$ cat config.mk
export PLATFORM = sky130hd
export DESIGN_NAME = arb_requester
export DESIGN_NICKNAME = d
export VERILOG_FILES = /design/src/rtl/arb_requester.sv
export SDC_FILE = /design/constraint.sdc
export NUM_CORES = 1
export LEC_CHECK = 0
export CORE_ASPECT_RATIO = 1.5
export CORE_MARGIN = 2
export CORE_UTILIZATION = 50
export CTS_CLUSTER_DIAMETER = 40
export CTS_CLUSTER_SIZE = 40
export DETAILED_ROUTE_END_ITERATION = 10
export PLACE_DENSITY = 0.73
export RECOVER_POWER = 25
export SLEW_MARGIN = 20
export SYNTH_ARGS = -nofsm -noshare
export SYNTH_HDL_FRONTEND = slang
export SYNTH_SLANG_ARGS = --single-unit
$ cat constraint.sdc
create_clock -name clk -period 3.8 [get_ports clk]
set_clock_uncertainty 0.05 [all_clocks]
set_input_delay 0.57 -clock clk [delete_from_list [all_inputs] [get_ports clk]]
set_output_delay 0.57 -clock clk [all_outputs]
set_load 0.01 [all_outputs]
$ cat src/rtl/arb_requester.sv
// Client-side agent for one request/grant lane of a fixed-priority arbiter.
// Buffers client words, requests the bus while holding data, and caps each grant tenure.
module arb_requester #(
    parameter int unsigned DataWidth = 8,
    parameter int unsigned FifoDepth = 4,
    parameter int unsigned MaxBurst  = 4
) (
    input  logic                 clk,
    input  logic                 rst,
    input  logic                 in_valid,
    output logic                 in_ready,
    input  logic [DataWidth-1:0] in_data,
    output logic                 request,
    input  logic                 grant,
    output logic                 bus_valid,
    output logic [DataWidth-1:0] bus_data,
    output logic                 tenure_done
);

    localparam int unsigned PtrW  = $clog2(FifoDepth);
    localparam int unsigned CntW  = PtrW + 1;
    localparam int unsigned BeatW = $clog2(MaxBurst + 1);

    localparam logic [1:0] S_IDLE = 2'd0;
    localparam logic [1:0] S_BUSY = 2'd1;
    localparam logic [1:0] S_COOL = 2'd2;

    logic [1:0]           r_state;
    logic [1:0]           w_state_nxt;
    logic                 r_request;
    logic                 w_request_nxt;
    logic [BeatW-1:0]     r_beat_cnt;
    logic [BeatW-1:0]     w_beat_cnt_nxt;
    logic [CntW-1:0]      r_count;
    logic [CntW-1:0]      w_count_nxt;
    logic [PtrW-1:0]      r_wr_ptr;
    logic [PtrW-1:0]      r_rd_ptr;
    logic [DataWidth-1:0] r_mem [FifoDepth];

    logic w_full;
    logic w_push;
    logic w_pop;
    logic w_last_beat;
    logic w_tenure_end;

    // FIFO handshake and beat qualification; request is registered so there is no loop through grant
    always_comb begin
        w_full       = (r_count == CntW'(FifoDepth));
        w_push       = in_valid && !w_full;
        w_pop        = r_request && grant && (r_count != '0);
        w_count_nxt  = r_count + CntW'(w_push) - CntW'(w_pop);
        w_last_beat  = ((r_beat_cnt + BeatW'(1)) == BeatW'(MaxBurst));
        w_tenure_end = w_pop && (w_last_beat || (w_count_nxt == '0));
    end

    assign in_ready    = !w_full;
    assign request     = r_request;
    assign bus_valid   = w_pop;
    assign bus_data    = r_mem[r_rd_ptr];
    assign tenure_done = w_tenure_end;

    // Next-state logic: a tenure ends on the capped beat or when the FIFO drains
    always_comb begin
        w_state_nxt    = r_state;
        w_beat_cnt_nxt = r_beat_cnt;
        case (r_state)
            S_IDLE: begin
                if (r_count != '0) begin
                    w_state_nxt = S_BUSY;
                end
            end
            S_BUSY: begin
                if (w_tenure_end) begin
                    w_state_nxt    = S_COOL;
                    w_beat_cnt_nxt = '0;
                end else if (w_pop) begin
                    w_beat_cnt_nxt = r_beat_cnt + BeatW'(1);
                end
            end
            S_COOL: begin
                w_state_nxt = (r_count != '0) ? S_BUSY : S_IDLE;
            end
            default: begin
                w_state_nxt    = S_IDLE;
                w_beat_cnt_nxt = '0;
            end
        endcase
        w_request_nxt = (w_state_nxt == S_BUSY);
    end

    always_ff @(posedge clk or posedge rst) begin
        if (rst) begin
            r_state    <= S_IDLE;
            r_request  <= 1'b0;
            r_beat_cnt <= '0;
            r_count    <= '0;
            r_wr_ptr   <= '0;
            r_rd_ptr   <= '0;
        end else begin
            r_state    <= w_state_nxt;
            r_request  <= w_request_nxt;
            r_beat_cnt <= w_beat_cnt_nxt;
            r_count    <= w_count_nxt;
            if (w_push) begin
                r_wr_ptr <= r_wr_ptr + PtrW'(1);
            end
            if (w_pop) begin
                r_rd_ptr <= r_rd_ptr + PtrW'(1);
            end
        end
    end

    // Storage needs no reset: contents are only observed behind a valid count
    always_ff @(posedge clk) begin
        if (w_push) begin
            r_mem[r_wr_ptr] <= in_data;
        end
    end

endmodule

==> results.txt <==
Status - completed
Multi-input logic area - 561 um2
Area growth from synthesis to layout - 20.7%
Pwr/cell area - 805 nW/um2
First-pass GRT wire length - 5120 um
Fillers - 276
Crit path time final - 3390 ps
Crit path cell chain - clkdlybuf4s50_1, o311ai_4, inv_1, ha_1, inv_1, ha_1, fa_1, xor3_2, a21oi_2, nor2_1, dlymetal6s2s_1
WP data arrival - 2770 ps
CTS tree - built
Crit path kind - in2out
Cell Rows - 27
Finish-stage setup viols - 0
Seq. cell area - 1290 um2
Levels on crit path - 11
Net Sw Frac - 32.4%
Area contributors post-synth - edfxtp_1 (51%), dfrtp_1 (17%), mux4_2 (9.5%)
H-tree depth - 2
Routed wire per std cell - 16.8 um
Clk slew on worst S/H paths - 80 ps
Mapped Area - 1890 um2
Share of the synthesized area in the top cell type - 50.8%
HPWL Detailed - 2160 um
Clock power frac - 16.0%
Vias in the first global route - 1122
Vias per cell - 5.43
Pleak - 0.000895 uW
Gr ovfl total - 0
Maxcap violations - 0
Vias - 982
Worst EP required - 3180 ps
Critical path startpoint category - primary input
Post-CTS Hold Fix Bufs - 0
Final instance area - 2280 um2
First-pass iteration count of the detailed router - 4
Mapped Nets - 128
Fmax achieved - 295 MHz
IO Pins - 24
P_sw - 596 uW
CP Launch Point - grant
Largest stage delay, worst path - 450 ps
Iteration-0 DRC Markers - 25
CTS Buf Count - 5
Max transition margin - 60.1%
Nets - 158
Worst-path maximum fanout - 3
# port buffers - 23
Initial antenna violation count - 0
Unrepaired setup endpoints after global routing - no
Hold Path Class - reg2reg
Largest net degree at the start of global routing - 14
Worst setup path end - tenure_done
CP Capture Type - output port
Core area - 3650 um2
Die height - 79.4 um
Final Cycle Share - 89.3%
Launching point of the worst reg2reg path - r_count[1]
R2R depth - 10
Register area share after synthesis - 67.9%
Layout cells sized above 1 - 18.1%
Final Wtd Congestion - 0.722
Synth warnings - 0
Avg Inst Size Synth - 17.7 um2
Die width - 54.2 um
Critical path buffer and inverter count - 4
Internal - 1240 uW
R2R Setup Slk - 1090 ps
Setup_tns - 0 ps
Sink Count - 45
Clk_lat worst skew - 290 ps
Reg power frac - 43.5%
Fin cells - 181
Placed Cells - 173
Slew Limit Fails - 0
Layout Utilization - 62.6%
Cell area after placement - 2190 um2
Synth cell types - 27
Gate family responsible for the most delay along the worst path - adder cells
GRT Util Overall - 17.5%
Worst-Margin Slew - 598 ps
Mapped Cells - 107
Die area - 4300 um2
Power share of the combinational group - 40.6%
Longest Clk Path Bufs - 2
Flops & latches, synth - 45
Antenna violation net count after detailed routing - 0
Slowest cell on crit path - clkdlybuf4s50_1
Final Hold Fails - 0
Root Buffer - clkbuf_8
DRC viols - 0
FF-to-FF End - r_beat_cnt[0]
Initial Util - 51.9%
Peak VDD IR - 0.659 mV
Total inserted antenna cells - 0
Total Routed Length - 3050 um
Leading area contributor after synthesis - edfxtp_1
## registers in the layout, indices dropped and copies added, names as in the netlist
register / count
r_wr_ptr: 2
r_beat_cnt: 3
r_rd_ptr: 2
r_state: 2
r_mem: 32
request: 1
r_count: 3
## cell type report
type / count / share of cell area (%)
sequential: 45 / 56.4
clock buffer: 8 / 3.94
timing repair buffer: 26 / 11.2
inverter: 10 / 1.64
multi-input combinational: 49 / 24.5
tap: 43 / 2.35
## through the flow
stage	worst slack [ps]	hold slack, ps	power (uW)
3_3_place_gp	144	425	1510
3_5_place_dp	48.4	440	1550
2_1_floorplan	759	397	1250
6_report	407	453	1840
5_1_grt	291	496	1970
4_1_cts	10.8	458	1850
## routing by layer
layer  up-vias  track usage [%]  routed length (um)
li1        460                -                   -
met1       497             19.6                1120
met2        21             29.6                1740
met3         4             4.70                 117
met4         0             8.50                  68
met5         -                0                   0
## placed cells by master (no fill, tap or decap), types with 2 or more instances in the layout
cell / count
buf_4: 3
clkdlybuf4s50_1: 14
nand2_1: 2
dfrtp_1: 12
mux4_2: 8
xnor2_1: 3
a21o_1: 2
clkbuf_1: 2
ha_1: 8
nor2_1: 3
edfxtp_1: 32
clkbuf_8: 6
a32o_1: 2
nor3_1: 3
and3_1: 4
dlygate4sd3_1: 8
inv_1: 10
## power by group through the flow
| stage | registers [uW] | clock network (uW) | logic [uW] |
|---|---|---|---|
| final | 800 | 293 | 746 |
| after global routing | 819 | 319 | 827 |
| after CTS | 799 | 300 | 750 |
| after detailed placement | 808 | 0 | 745 |
| after global placement | 798 | 0 | 708 |
| after floorplan | 740 | 0 | 513 |
## Yosys cell counts, drive strengths merged
cell type / number
a211o: 1
a21o: 2
a21oi: 1
a32o: 2
and3: 4
buf: 3
dfrtp: 13
edfxtp: 32
fa: 1
ha: 8
inv: 10
mux2: 1
mux4: 8
nand2: 3
nand2b: 1
nor2: 4
nor2b: 1
nor3: 3
nor3b: 1
o21ai: 1
o22ai: 1
o311ai: 1
or3b: 1
xnor2: 3
xor3: 1
## worst min path at each step
stage               cells after the start  slack (ps)           from             to
finish                                  1         450  r_beat_cnt[1]  r_beat_cnt[1]
global route                            1         500  r_beat_cnt[2]  r_beat_cnt[2]
CTS                                     1         460  r_beat_cnt[1]  r_beat_cnt[1]
detailed placement                      1         440  r_beat_cnt[1]  r_beat_cnt[1]
global placement                        1         420  r_beat_cnt[2]  r_beat_cnt[2]
floorplan                               1         400            rst  r_beat_cnt[0]
## cells by family after synthesis
group,count (synthesis),synth area share (%)
buf+inv,13,2.71
xor+xnor,4,2.71
mux,9,10.1
simple gates,18,5.42
compound gates,9,4.76
fa+ha+maj,9,6.35
flops,45,67.9
## repair_timing
| action | in CTS | in global routing |
|---|---|---|
| gates cloned | 0 | 0 |
| resized for setup | 1 | 3 |
| setup buffers | 0 | 0 |
| endpoints found under the setup margin | 1 | 1 |
| endpoints found under the hold margin | 0 | 0 |
Note: power is estimated with default switching activity, not from simulation.
